<file path="src/rtl/msk_and_hpc2_sched.sv">
// Round-robin front end for one shared pipelined HPC2 masked AND gadget.
// Optional build macro: MSK_SCHED_ZEROIZE_EN (clear share registers of idle stages).
module msk_and_hpc2_sched #(
  parameter int d    = 2,
  parameter int NREQ = 4,
  parameter int IDW  = $clog2(NREQ)
) (
  input  logic                  clk,
  input  logic                  rst,
  input  logic [NREQ-1:0]       req_valid,
  output logic [NREQ-1:0]       req_ready,
  input  logic [NREQ*d-1:0]     req_a,
  input  logic [NREQ*d-1:0]     req_b,
  input  logic [d*(d-1)/2-1:0]  rnd_in,
  input  logic                  rnd_valid,
  output logic                  rnd_ready,
  output logic [d-1:0]          g_ina,
  output logic [d-1:0]          g_inb,
  output logic [d*(d-1)/2-1:0]  g_rnd,
  input  logic [d-1:0]          g_out,
  output logic                  resp_valid,
  output logic [IDW-1:0]        resp_id,
  output logic [d-1:0]          resp_out
);

  localparam int NRND = d*(d-1)/2;

  // Handshake: requester k transfers a pair of sharings in the cycle where
  // req_valid[k] & req_ready[k]; req_ready is a one-hot grant that is only
  // offered while fresh randomness is present, so every accepted operation
  // consumes exactly one rnd_in word (rnd_ready marks that consumption).
  // Responses carry no ready: resp_valid is a single-cycle pulse.

  logic [IDW-1:0]  ptr;
  logic [NREQ-1:0] gnt;
  logic [IDW-1:0]  gnt_id;
  logic            found;
  int              idx;

  always_comb begin
    gnt    = '0;
    gnt_id = '0;
    found  = 1'b0;
    idx    = 0;
    if (rnd_valid && !rst) begin
      for (int i = 0; i < NREQ; i++) begin
        idx = (int'(ptr) + i) % NREQ;
        if (!found && req_valid[idx]) begin
          found       = 1'b1;
          gnt[idx]    = 1'b1;
          gnt_id      = IDW'(idx);
        end
      end
    end
  end

  logic hs;
  assign req_ready = gnt;
  assign hs        = |(req_valid & gnt);
  assign rnd_ready = hs;

  logic [d-1:0] sel_a;
  logic [d-1:0] sel_b;
  assign sel_a = req_a[int'(gnt_id)*d +: d];
  assign sel_b = req_b[int'(gnt_id)*d +: d];

  // Pipeline control: stage valids and the id travelling with them.
  logic           v1, v2, v3;
  logic [IDW-1:0] id1, id2, id3;
  logic [d-1:0]   a_hold;

  always_ff @(posedge clk) begin
    if (rst) begin
      ptr        <= '0;
      v1         <= 1'b0;
      v2         <= 1'b0;
      v3         <= 1'b0;
      resp_valid <= 1'b0;
      id1        <= '0;
      id2        <= '0;
      id3        <= '0;
      resp_id    <= '0;
    end else begin
      if (hs) begin
        ptr <= (gnt_id == IDW'(NREQ-1)) ? '0 : gnt_id + IDW'(1);
      end
      v1         <= hs;
      v2         <= v1;
      v3         <= v2;
      resp_valid <= v3;
      id1        <= gnt_id;
      id2        <= id1;
      id3        <= id2;
      if (v3) begin
        resp_id <= id3;
      end
    end
  end

  // Share datapath: each share moves through plain registers only, never
  // combined with another share inside this block.
  always_ff @(posedge clk) begin
    if (rst) begin
      g_inb    <= '0;
      g_rnd    <= '0;
      a_hold   <= '0;
      g_ina    <= '0;
      resp_out <= '0;
    end else begin
`ifdef MSK_SCHED_ZEROIZE_EN
      g_inb    <= hs ? sel_b  : '0;
      g_rnd    <= hs ? rnd_in : NRND'(0);
      a_hold   <= hs ? sel_a  : '0;
      g_ina    <= v1 ? a_hold : '0;
      resp_out <= v3 ? g_out  : '0;
`else
      if (hs) begin
        g_inb  <= sel_b;
        g_rnd  <= rnd_in;
        a_hold <= sel_a;
      end
      if (v1) begin
        g_ina <= a_hold;
      end
      if (v3) begin
        resp_out <= g_out;
      end
`endif
    end
  end

endmodule

</file>
<file path="config.mk">
export PLATFORM = sky130hd
export DESIGN_NAME = msk_and_hpc2_sched
export DESIGN_NICKNAME = d
export VERILOG_FILES = /design/src/rtl/msk_and_hpc2_sched.sv
export SDC_FILE = /design/constraint.sdc
export NUM_CORES = 1
export LEC_CHECK = 0
export ABC_AREA = 1
export CORE_MARGIN = 3
export CORE_UTILIZATION = 48
export DETAILED_ROUTE_END_ITERATION = 10
export GPL_TIMING_DRIVEN = 0
export PLACE_DENSITY = 0.79
export SLEW_MARGIN = 10
export SYNTH_ARGS = -nofsm -noshare
export SYNTH_HDL_FRONTEND = slang
export SYNTH_SLANG_ARGS = --single-unit
</file>
<file path="constraint.sdc">
create_clock -name clk -period 3 [get_ports clk]
set_input_delay 0.3 -clock clk [delete_from_list [all_inputs] [get_ports clk]]
set_output_delay 0.3 -clock clk [all_outputs]
set_load 0.005 [all_outputs]
</file>
==> flow_summary.json, run 1 <==
{
  "drv_cap": 0,
  "wl_per_cell_um": 11.5,
  "crit_path_end_kind": "primary output",
  "seqPwrFrac_pct": 28.9,
  "gp_congestion": 0.898,
  "tightest_slew_ns": 0.477,
  "fp.dieW_um": 63.2,
  "final_common_cell": "nand2_1",
  "clkTransAtPathRegs_ns": 0.12,
  "grt_util_all_layers_pct": 19.9,
  "fp.coreArea_mm2": 0.00308,
  "syn_nets": 272,
  "irDropWorstVdd_mv": 0.293,
  "route.top_layer_used": "met4",
  "arrival_ns": 2.42,
  "skew_ns": 0.00237,
  "drc": 0,
  "yosysWarnings": 0,
  "p_clk_share_pct": 10.0,
  "yosysSeqAreaShare_pct": 29.4,
  "multi_input_area_um2": 940,
  "firstDrtPassIters": 4,
  "reg2reg_depth": 15,
  "route.met2.wl_um": 1870,
  "cp_slowest_cell": "clkdlybuf4s50_1",
  "antenna_violating_nets_post_route": 0,
  "hpwl_um": 2840,
  "cts_sinks": 23,
  "p_per_area_mw_per_mm2": 665,
  "mostFrequentLayoutCells": "nand2_1, inv_1, clkdlybuf4s50_1",
  "r2r_slack_ns": 0.70,
  "switchingPower_w": 0.000648,
  "synth_cell_types": 26,
  "critical_path.cell_chain": "clkinvlp_4, ha_4, inv_1, nand2_1, nand2_2, nor2_4, nand4_1, nand3_2, nand2_1, inv_1, clkdlybuf4s50_1",
  "cp.depth": 11,
  "die_area_mm2": 0.00399,
  "syn_area_mm2": 0.00157,
  "synth_cells": 238,
  "wl_um": 3790,
  "num_antenna_cells": 0,
  "root_buffer": "clkbuf_4",
  "insertion_delay_ns": 0.31,
  "placementRows": 20,
  "antenna_found_initial": 0,
  "cts_hold_buf": 0,
  "grt_max_degree": 13,
  "die_y_um": 63.2,
  "grt_pass1_wl_um": 6530,
  "status": "finished clean",
  "worstHoldEndpoint": "id3[0]",
  "setup_slack_ns": 0.278,
  "vias": 1607,
  "wl_met1_um": 1680,
  "timing.rr.end": "g_inb[0]",
  "htreeDepth": 1,
  "final-max-slew-violation-count": 0,
  "setup_viol": 0,
  "rr_startpoint": "ptr[1]",
  "drt_iter0_markers": 70,
  "finalCriticalPeriod_ns": 2.72,
  "crit_fanout": 7,
  "worst_path_largest_cell_delay_ns": 0.49,
  "start_util_pct": 50.9,
  "grt_pass1_vias": 1559,
  "pin_count": 41,
  "vias_per_cell": 4.88,
  "p_sw_share_pct": 45.7,
  "port_buffers": 39,
  "cts_tree": "yes",
  "max_freq_ghz": 0.367,
  "cts_max_path_buffers": 2,
  "preCtsSetupSlack_ns": -0.0656,
  "overflow": 0,
  "maxSlewHeadroom_pct": 68.2,
  "rsz0062_at_grt": "false",
  "hp-start": "rst",
  "critPathTopFamily": "buffers and inverters",
  "placed_area_mm2": 0.00201,
  "post-route-cell-area_mm2": 0.00213,
  "required_ns": 2.70,
  "num-fill-cells": 283,
  "numCtsBuffers": 3,
  "nets": 320,
  "crit_buf_inv": 4,
  "final.period_utilization_pct": 90.7,
  "worst-setup-path-type": "flip-flop to primary output",
  "p_leak_nw": 1.09,
  "cp-start-kind": "flip-flop",
  "power_frac_comb_pct": 61.2,
  "hold_viol": 0,
  "synth_seq_cells": 23,
  "avgSynthCellArea_um2": 6.59,
  "min_path_cells": 2,
  "drive_above_1_share_pct": 16.5,
  "p_int_w": 0.000769,
  "area_delta_synth_final_pct": 36.0,
  "wl_met3_um": 194,
  "hp-class": "input pin to flip-flop",
  "seqCellArea_um2": 468
}
[area by class of cell]
| class | instances | share of cell area (%) |
|---|---|---|
| timing repair buffer | 44 | 20.2 |
| clock buffer | 4 | 1.23 |
| sequential | 23 | 21.9 |
| inverter | 48 | 8.86 |
| buffer | 4 | 1.12 |
| multi-input combinational | 162 | 44.1 |
| tap | 44 | 2.58 |
[power groups by stage]
stage	Sequential (W)	Clock, W	Combinational [W]
after CTS	0.000414	0.000143	0.000816
after detailed placement	0.000415	0	0.000775
after global routing	0.000415	0.000160	0.000977
after floorplan	0.000408	0	0.000548
after global placement	0.000412	0	0.000757
final	0.000409	0.000141	0.000867
[worst max path at each step]
stage,end,slack (ns),start
after floorplan,rnd_ready,0.82,ptr[1]
after global placement,rnd_ready,-0.03,ptr[1]
after detailed placement,rnd_ready,-0.07,ptr[1]
after CTS,rnd_ready,0.01,ptr[1]
after global routing,req_ready[0],0.13,ptr[1]
final,req_ready[0],0.28,ptr[1]
[worst register-to-register path: stages (launching register included)]
cell        delay, ns
dfxtp_4          0.41
clkinvlp_4       0.12
ha_4             0.30
inv_1            0.06
nand2_1          0.09
nand2_2          0.08
nor2_4           0.20
buf_4            0.15
nand3_2          0.07
nand2_2          0.19
nand3_4          0.17
nand2_1          0.10
nand3_1          0.07
nand2_1          0.10
nor2_1           0.05
nor2_1           0.09
[registers in the layout (all words and copies together) (netlist names)]
name and cells:
a_hold 2, resp_out 2, g_rnd 1, id2 2
ptr 2, resp_id 2, v3 1, id1 2
g_inb 2, v1 1, v2 1, g_ina 2
id3 2, resp_valid 1
[Yosys cell counts]
library cell	n	area share (%)
nand2_1	52	12
inv_1	44	11
nor2_1	29	6.9
dfxtp_1	23	29
nand3_1	21	6.7
nand4_1	12	4.8
nand2_2	9	3.6
ha_1	8	6.4
o21ai_0	7	2.2
a21oi_1	4	1.3
a21boi_0	3	1.4
inv_2	3	0.72
nor2_2	3	1.2
a21boi_1	2	0.96
buf_6	2	1.4
clkbuf_1	2	0.48
nand2_4	2	1.4
nand3_2	2	1.3
nand3_4	2	2.2
nor2_4	2	1.4
buf_2	1	0.32
inv_6	1	0.56
o211ai_2	1	0.80
o21ai_1	1	0.32
o21ai_2	1	0.56
xor2_1	1	0.56
[per-layer routing]
metal	up-vias	global-route usage [%]
met1	710	23.9
met2	50	35.7
li1	839	-
met4	0	5.51
met3	8	3.74
met5	-	0
[kinds of logic (layout without fill, tap and decap cells)]
family | count (synthesis) | count (layout) | synth area share [%]
and+or+nand+nor | 134 | 134 | 42.1
AOI/OAI and AO/OA | 19 | 19 | 7.58
DFF | 23 | 23 | 29.4
adders and majority gates | 8 | 8 | 6.38
buffers and inverters | 53 | 100 | 14.0
xor gates and xnor gates | 1 | 1 | 0.559
[per-stage QoR]
step / hold WS, ns / instances / setup TNS, ns / util, % / power [W]
detailed placement: 0.395 / 321 / -0.0656 / 65.4 / 0.00119
floorplan: 0.388 / 238 / 0 / - / 0.000956
CTS: 0.369 / 327 / 0 / 67.6 / 0.00137
finish: 0.365 / 329 / 0 / 69.3 / 0.00142
global route: 0.382 / 329 / 0 / 69.3 / 0.00155
global placement: 0.390 / 321 / -0.0341 / 65.4 / 0.00117
[repair_timing]
item / CTS / global route
cloned: 0 / 0
endpoints found under the setup margin: 5 / 1
pin swaps: 2 / 8
resized for setup: 8 / 8
setup buffers: 3 / 2
(Power assumes the default switching activity.)
==> run 2, diff against run 1 <==
Settings changed: CORE_UTILIZATION 48 to 44, PLACE_DENSITY 0.79 to 0.76.
Clock period 3 ns to 2.49 ns, I/O delays scaled along.
==> run 2 against run 1 <==
  * Clock skew is 0.0046 ns higher
  * Register-to-register slack lost 0.52 ns
  * First-iteration DRC count fell by 10%
  * Clock-buffer cell count down 1
  * Final cell count rose by 3.0%
  * Total power is 27% higher
  * Non-clock buffer count up 8
  * Flip-flop and latch count unchanged
  * Die area grew 8.2%
==> flow_summary.json, run 2 (same netlist as run 1, synthesis figures left out) <==
{
  "hp-start": "rst",
  "area_delta_synth_final_pct": 40.9,
  "min_path_cells": 2,
  "grt_max_degree": 14,
  "tightest_slew_ns": 0.565,
  "cp_slowest_cell": "dfxtp_4",
  "hold_viol": 0,
  "finalCriticalPeriod_ns": 2.41,
  "clkTransAtPathRegs_ns": 0.12,
  "drc": 0,
  "critical_path.cell_chain": "buf_8, inv_8, ha_4, inv_2, nand3_1, nand2_2, nor2_4, a21oi_1, nand3_2, nand3_1, nand2_2, nor2_4, inv_2, clkbuf_2",
  "skew_ns": 0.00700,
  "pin_count": 41,
  "worst_path_largest_cell_delay_ns": 0.38,
  "overflow": 0,
  "placed_cells": 323,
  "power_frac_comb_pct": 63.7,
  "hpwl_um": 2710,
  "maxSlewHeadroom_pct": 62.3,
  "antenna_violating_nets_post_route": 0,
  "p_sw_share_pct": 45.1,
  "final.period_utilization_pct": 97.0,
  "mostFrequentLayoutCells": "nand2_1, inv_1, clkdlybuf4s50_1",
  "drt_iter0_markers": 63,
  "num_antenna_cells": 0,
  "fp.coreArea_mm2": 0.00339,
  "placementRows": 21,
  "cts_tree": "yes",
  "p_int_w": 0.000986,
  "root_buffer": "clkbuf_4",
  "final-max-slew-violation-count": 0,
  "antenna_found_initial": 0,
  "insertion_delay_ns": 0.31,
  "firstDrtPassIters": 4,
  "final_common_cell": "nand2_1",
  "reg2reg_depth": 19,
  "seqPwrFrac_pct": 26.9,
  "port_buffers": 39,
  "max_freq_ghz": 0.414,
  "numCtsBuffers": 3,
  "placed_area_mm2": 0.00202,
  "timing.rr.end": "a_hold[1]",
  "p_per_area_mw_per_mm2": 814,
  "gp_congestion": 0.913,
  "setup_viol": 0,
  "drive_above_1_share_pct": 21.8,
  "critPathTopFamily": "simple AND/OR/NAND/NOR gates",
  "fin_tns_setup_ns": 0,
  "crit_fanout": 8,
  "wl_per_cell_um": 11.3,
  "die_area_mm2": 0.00432,
  "worst-setup-path-type": "flip-flop to primary output",
  "p_clk_share_pct": 9.4,
  "hp-class": "input pin to flip-flop",
  "vias": 1644,
  "htreeDepth": 1,
  "stdcell_count": 339,
  "crit_buf_inv": 5,
  "irDropWorstVdd_mv": 0.345,
  "switchingPower_w": 0.000812,
  "drv_cap": 0,
  "cts_max_path_buffers": 2,
  "p_leak_nw": 1.15,
  "arrival_ns": 2.17,
  "r2r_slack_ns": 0.18,
  "power.total_w": 0.00180,
  "cts_hold_buf": 0,
  "grt_pass1_vias": 1526,
  "fin_util_pct": 65.2,
  "wl_um": 3830,
  "rr_startpoint": "ptr[0]",
  "die_y_um": 65.7,
  "worstHoldEndpoint": "id2[1]",
  "cts_sinks": 23,
  "nets": 328,
  "post-route-cell-area_mm2": 0.00221,
  "rsz0062_at_grt": "true",
  "crit_path_end_kind": "primary output",
  "grt_util_all_layers_pct": 18.9,
  "status": "finished clean",
  "cp-start-kind": "flip-flop",
  "vias_per_cell": 4.85,
  "grt_pass1_wl_um": 6620,
  "required_ns": 2.24,
  "fp.dieW_um": 65.7,
  "start_util_pct": 46.3
}
[run 2: cell types whose count changed in the layout (fill, tap and decap cells not counted), moves of 2 or more]
| cell | before | now |
|---|---|---|
| clkdlybuf4s50_1 | 38 | 34 |
| nand2_1 | 50 | 48 |
| dlygate4sd2_1 | 0 | 3 |
| buf_4 | 5 | 12 |
| inv_2 | 3 | 5 |
| clkbuf_2 | 0 | 2 |
| inv_1 | 43 | 41 |
[run 2: what timing repair did]
action	in CTS	in global routing
gates resized for setup	19	14
setup endpoints to repair	12	7
setup buffers	8	4
pin swaps	9	14
[run 2: power groups by stage]
stage	Sequential, W	Combinational (W)	Clock (W)
after global placement	0.000496	0.000915	0
after CTS	0.000483	0.00106	0.000169
final	0.000483	0.00115	0.000169
after detailed placement	0.000498	0.000925	0
after global routing	0.000493	0.00128	0.000193
after floorplan	0.000492	0.000660	0
[run 2: area by class of cell]
type                       count  area [um^2]
clock buffer                   3         22.5
fill                         299         1180
buffer                         5         38.8
inverter                      48          191
sequential                    23          468
multi-input combinational    162          958
clock inverter                 1         5.00
timing repair buffer          51          467
tap                           46         57.6
[run 2: worst max path at each step]
stage	from	to	slack, ns	cells after the start
floorplan	ptr[1]	a_hold[0]	0.31	14
global placement	ptr[1]	rnd_ready	-0.49	13
detailed placement	ptr[1]	rnd_ready	-0.53	13
CTS	ptr[0]	rnd_ready	-0.12	14
global route	ptr[1]	rnd_ready	-0.08	13
finish	ptr[0]	rnd_ready	0.08	14
[run 2: worst register-to-register path, cell delays in order, from the launching register on]
cell and delay (ns):
dfxtp_4 0.37, buf_8 0.12, buf_4 0.17, nand2_1 0.10
nand3_2 0.11, nand2_4 0.14, inv_2 0.06, nand2_2 0.07
nor2_4 0.04, buf_4 0.13, buf_4 0.12, buf_4 0.12
nand2_1 0.05, nand3_1 0.12, nand2_4 0.13, buf_4 0.13
nand3_1 0.07, nand2_1 0.08, nor2_1 0.04, nor2_1 0.09
[run 2: stage by stage]
stage,setup WS [ns],hold slack (ns)
2_1_floorplan,0.311,0.384
3_3_place_gp,-0.493,0.389
3_5_place_dp,-0.527,0.393
4_1_cts,-0.115,0.306
5_1_grt,-0.0833,0.325
6_report,0.0752,0.295
[run 2: routing by layer]
metal	vias to the layer above	GRT usage (%)	wire length [um]
li1	850	-	-
met1	735	24.6	1720
met2	51	32.5	1860
met3	8	3.76	183
met4	0	3.11	57
met5	-	0	0
==> run 3, diff against run 2 <==
--- a/config.mk
+++ b/config.mk
@@ -9,4 +9,5 @@
 export CORE_MARGIN = 3
 export CORE_UTILIZATION = 44
+export CTS_CLUSTER_DIAMETER = 200
 export DETAILED_ROUTE_END_ITERATION = 10
 export GPL_TIMING_DRIVEN = 0
==> constraint.sdc (replaced) <==
create_clock -name clk -period 2.49 [get_ports clk]
set_input_delay 0.498 -clock clk [delete_from_list [all_inputs] [get_ports clk]]
set_output_delay 0.498 -clock clk [all_outputs]
set_load 0.005 [all_outputs]
==> run 3 against run 2 <==
  * The flow now finishes with violations (negative setup slack)
  * Worst hold slack better by 0.11 ns
  * Utilization up 2.1 points
  * Combinational power up 10%
  * Clock power about the same
  * Largest cell class unchanged
==> flow_summary.json, run 3 (same netlist as run 1, synthesis figures left out) <==
{
  "pin_count": 41,
  "p_per_area_mw_per_mm2": 842,
  "grtUsageMet2_pct": 33.4,
  "setup_slack_ns": -0.127,
  "num_antenna_cells": 0,
  "gr-max-usage-layer": "met2",
  "die_area_mm2": 0.00432,
  "gp_congestion": 0.913,
  "final_common_cell": "nand2_1",
  "nets": 329,
  "placed_cells": 323,
  "antenna_found_initial": 0,
  "hp-class": "flip-flop to flip-flop",
  "maxSlewHeadroom_pct": 69.2,
  "cpMostUsedCell": "nand2_2",
  "required_ns": 1.99,
  "die_y_um": 65.7,
  "mostFrequentLayoutCells": "nand2_1, inv_1, clkdlybuf4s50_1",
  "globalRouteMet3Util_pct": 4.62,
  "root_buffer": "clkbuf_4",
  "final-max-slew-violation-count": 0,
  "irDropWorstVdd_mv": 0.345,
  "hold_viol": 0,
  "skew_ns": 0.00648,
  "status": "finished, violations left",
  "cts_hold_buf": 0,
  "p_leak_nw": 1.17,
  "fp.coreArea_mm2": 0.00339,
  "tightest_slew_ns": 0.461,
  "final.period_utilization_pct": 105,
  "grt_pass1_wl_um": 6950,
  "start_util_pct": 46.3,
  "cts_tree": "yes",
  "vias_per_cell": 4.90,
  "cp_slowest_cell": "dfxtp_4",
  "finalCriticalPeriod_ns": 2.62,
  "numCtsBuffers": 3,
  "grt_util_all_layers_pct": 20.0,
  "drv_cap": 0,
  "drive_above_1_share_pct": 26.9,
  "crit_fanout": 7,
  "stdcell_count": 340,
  "insertion_delay_ns": 0.31,
  "grt_max_degree": 14,
  "rsz0062_at_grt": "true",
  "fp.dieW_um": 65.7,
  "worst-setup-path-type": "flip-flop to primary output",
  "setup_viol": 3,
  "wl_per_cell_um": 12.1,
  "placementRows": 21,
  "antenna_violating_nets_post_route": 0,
  "overflow": 0,
  "clkTransAtPathRegs_ns": 0.12,
  "firstDrtPassIters": 4,
  "hpwl_um": 2710,
  "cts_max_path_buffers": 2,
  "drt_iter0_markers": 87,
  "critical_path.cell_chain": "buf_8, inv_8, ha_4, inv_4, nand2_2, nand2_2, nor2_4, nand4_1, nand3_2, nand3_2, nand2_2, nor2_4, inv_2, buf_6",
  "cp-start-kind": "flip-flop",
  "drc": 0,
  "arrival_ns": 2.12,
  "vias": 1665,
  "htreeDepth": 1,
  "cts_sinks": 23,
  "power.total_w": 0.00192,
  "port_buffers": 39,
  "failed_checks": "negative setup slack",
  "grtUsageMet1_pct": 25.8,
  "crit_path_end_kind": "primary output",
  "wl_um": 4130,
  "grt_pass1_vias": 1556,
  "area_delta_synth_final_pct": 45.5,
  "max_freq_ghz": 0.382,
  "worst_path_largest_cell_delay_ns": 0.38
}
run 3: cell count changes in the layout (fill, tap and decap cells not counted), moves of 2 or more:
cell and delta:
a21oi_1 -2, a21oi_2 +2, buf_2 +3, buf_6 +2, clkdlybuf4s50_1 -4, nand2_1 -3, nand2_2 +2, nand3_1 -4
nand3_2 +4
run 3: repair_timing:
item                       CTS  global route
buffers inserted            12             1
pin swaps                   19            14
setup endpoints to repair   12             5
resized for setup           44            19
run 3: report_power, final:
group,switching [W],internal (W)
Sequential,0.0000375,0.000446
Combinational,0.000723,0.000545
Clock,0.000108,0.0000600
Total,0.000869,0.00105
run 3: layout make-up:
cell class | count | area (um^2)
plain buffers | 5 | 40.0
repair buffers | 52 | 487
multi-input cells | 162 | 1010
fillers | 279 | 1110
well taps | 46 | 57.6
clock inverters | 1 | 5.00
inverters | 48 | 194
clock buffers | 3 | 22.5
flip-flops and latches | 23 | 468
run 3: worst max-delay path: cells and delay by family, from the launching register on:
kind	cells	cell delay [ns]
adders and majority gates	1	0.29
DFF	1	0.38
buffers and inverters	5	0.33
and+or+nand+nor	8	0.80
run 3: metal layers:
metal,up-vias,share of wire (%)
met5,-,0
met4,0,2.1
met3,10,5.9
met2,58,48
met1,746,44
li1,851,-
run 3: path summary, 6_finish.rpt:
path,to,slack [ns],cells past startpoint,from
setup / recovery,rnd_ready,-0.13,14,ptr[0]
hold / removal,id2[1],0.41,2,id1[1]
setup reg to reg,ptr[1],0.16,17,ptr[0]
hold reg to reg,id2[1],0.41,2,id1[1]
run 3: stage by stage:
stage / setup slack, ns / cell area (um^2) / hold WS, ns / setup TNS, ns / util [%]
floorplan: 0.111 / 1570 / 0.388 / 0 / -
global placement: -0.742 / 2020 / 0.389 / -3.07 / 59.5
detailed placement: -0.776 / 2020 / 0.393 / -3.44 / 59.5
CTS: -0.0903 / 2220 / 0.411 / -0.106 / 65.5
global route: -0.257 / 2280 / 0.423 / -0.704 / 67.3
finish: -0.127 / 2280 / 0.406 / -0.159 / 67.3
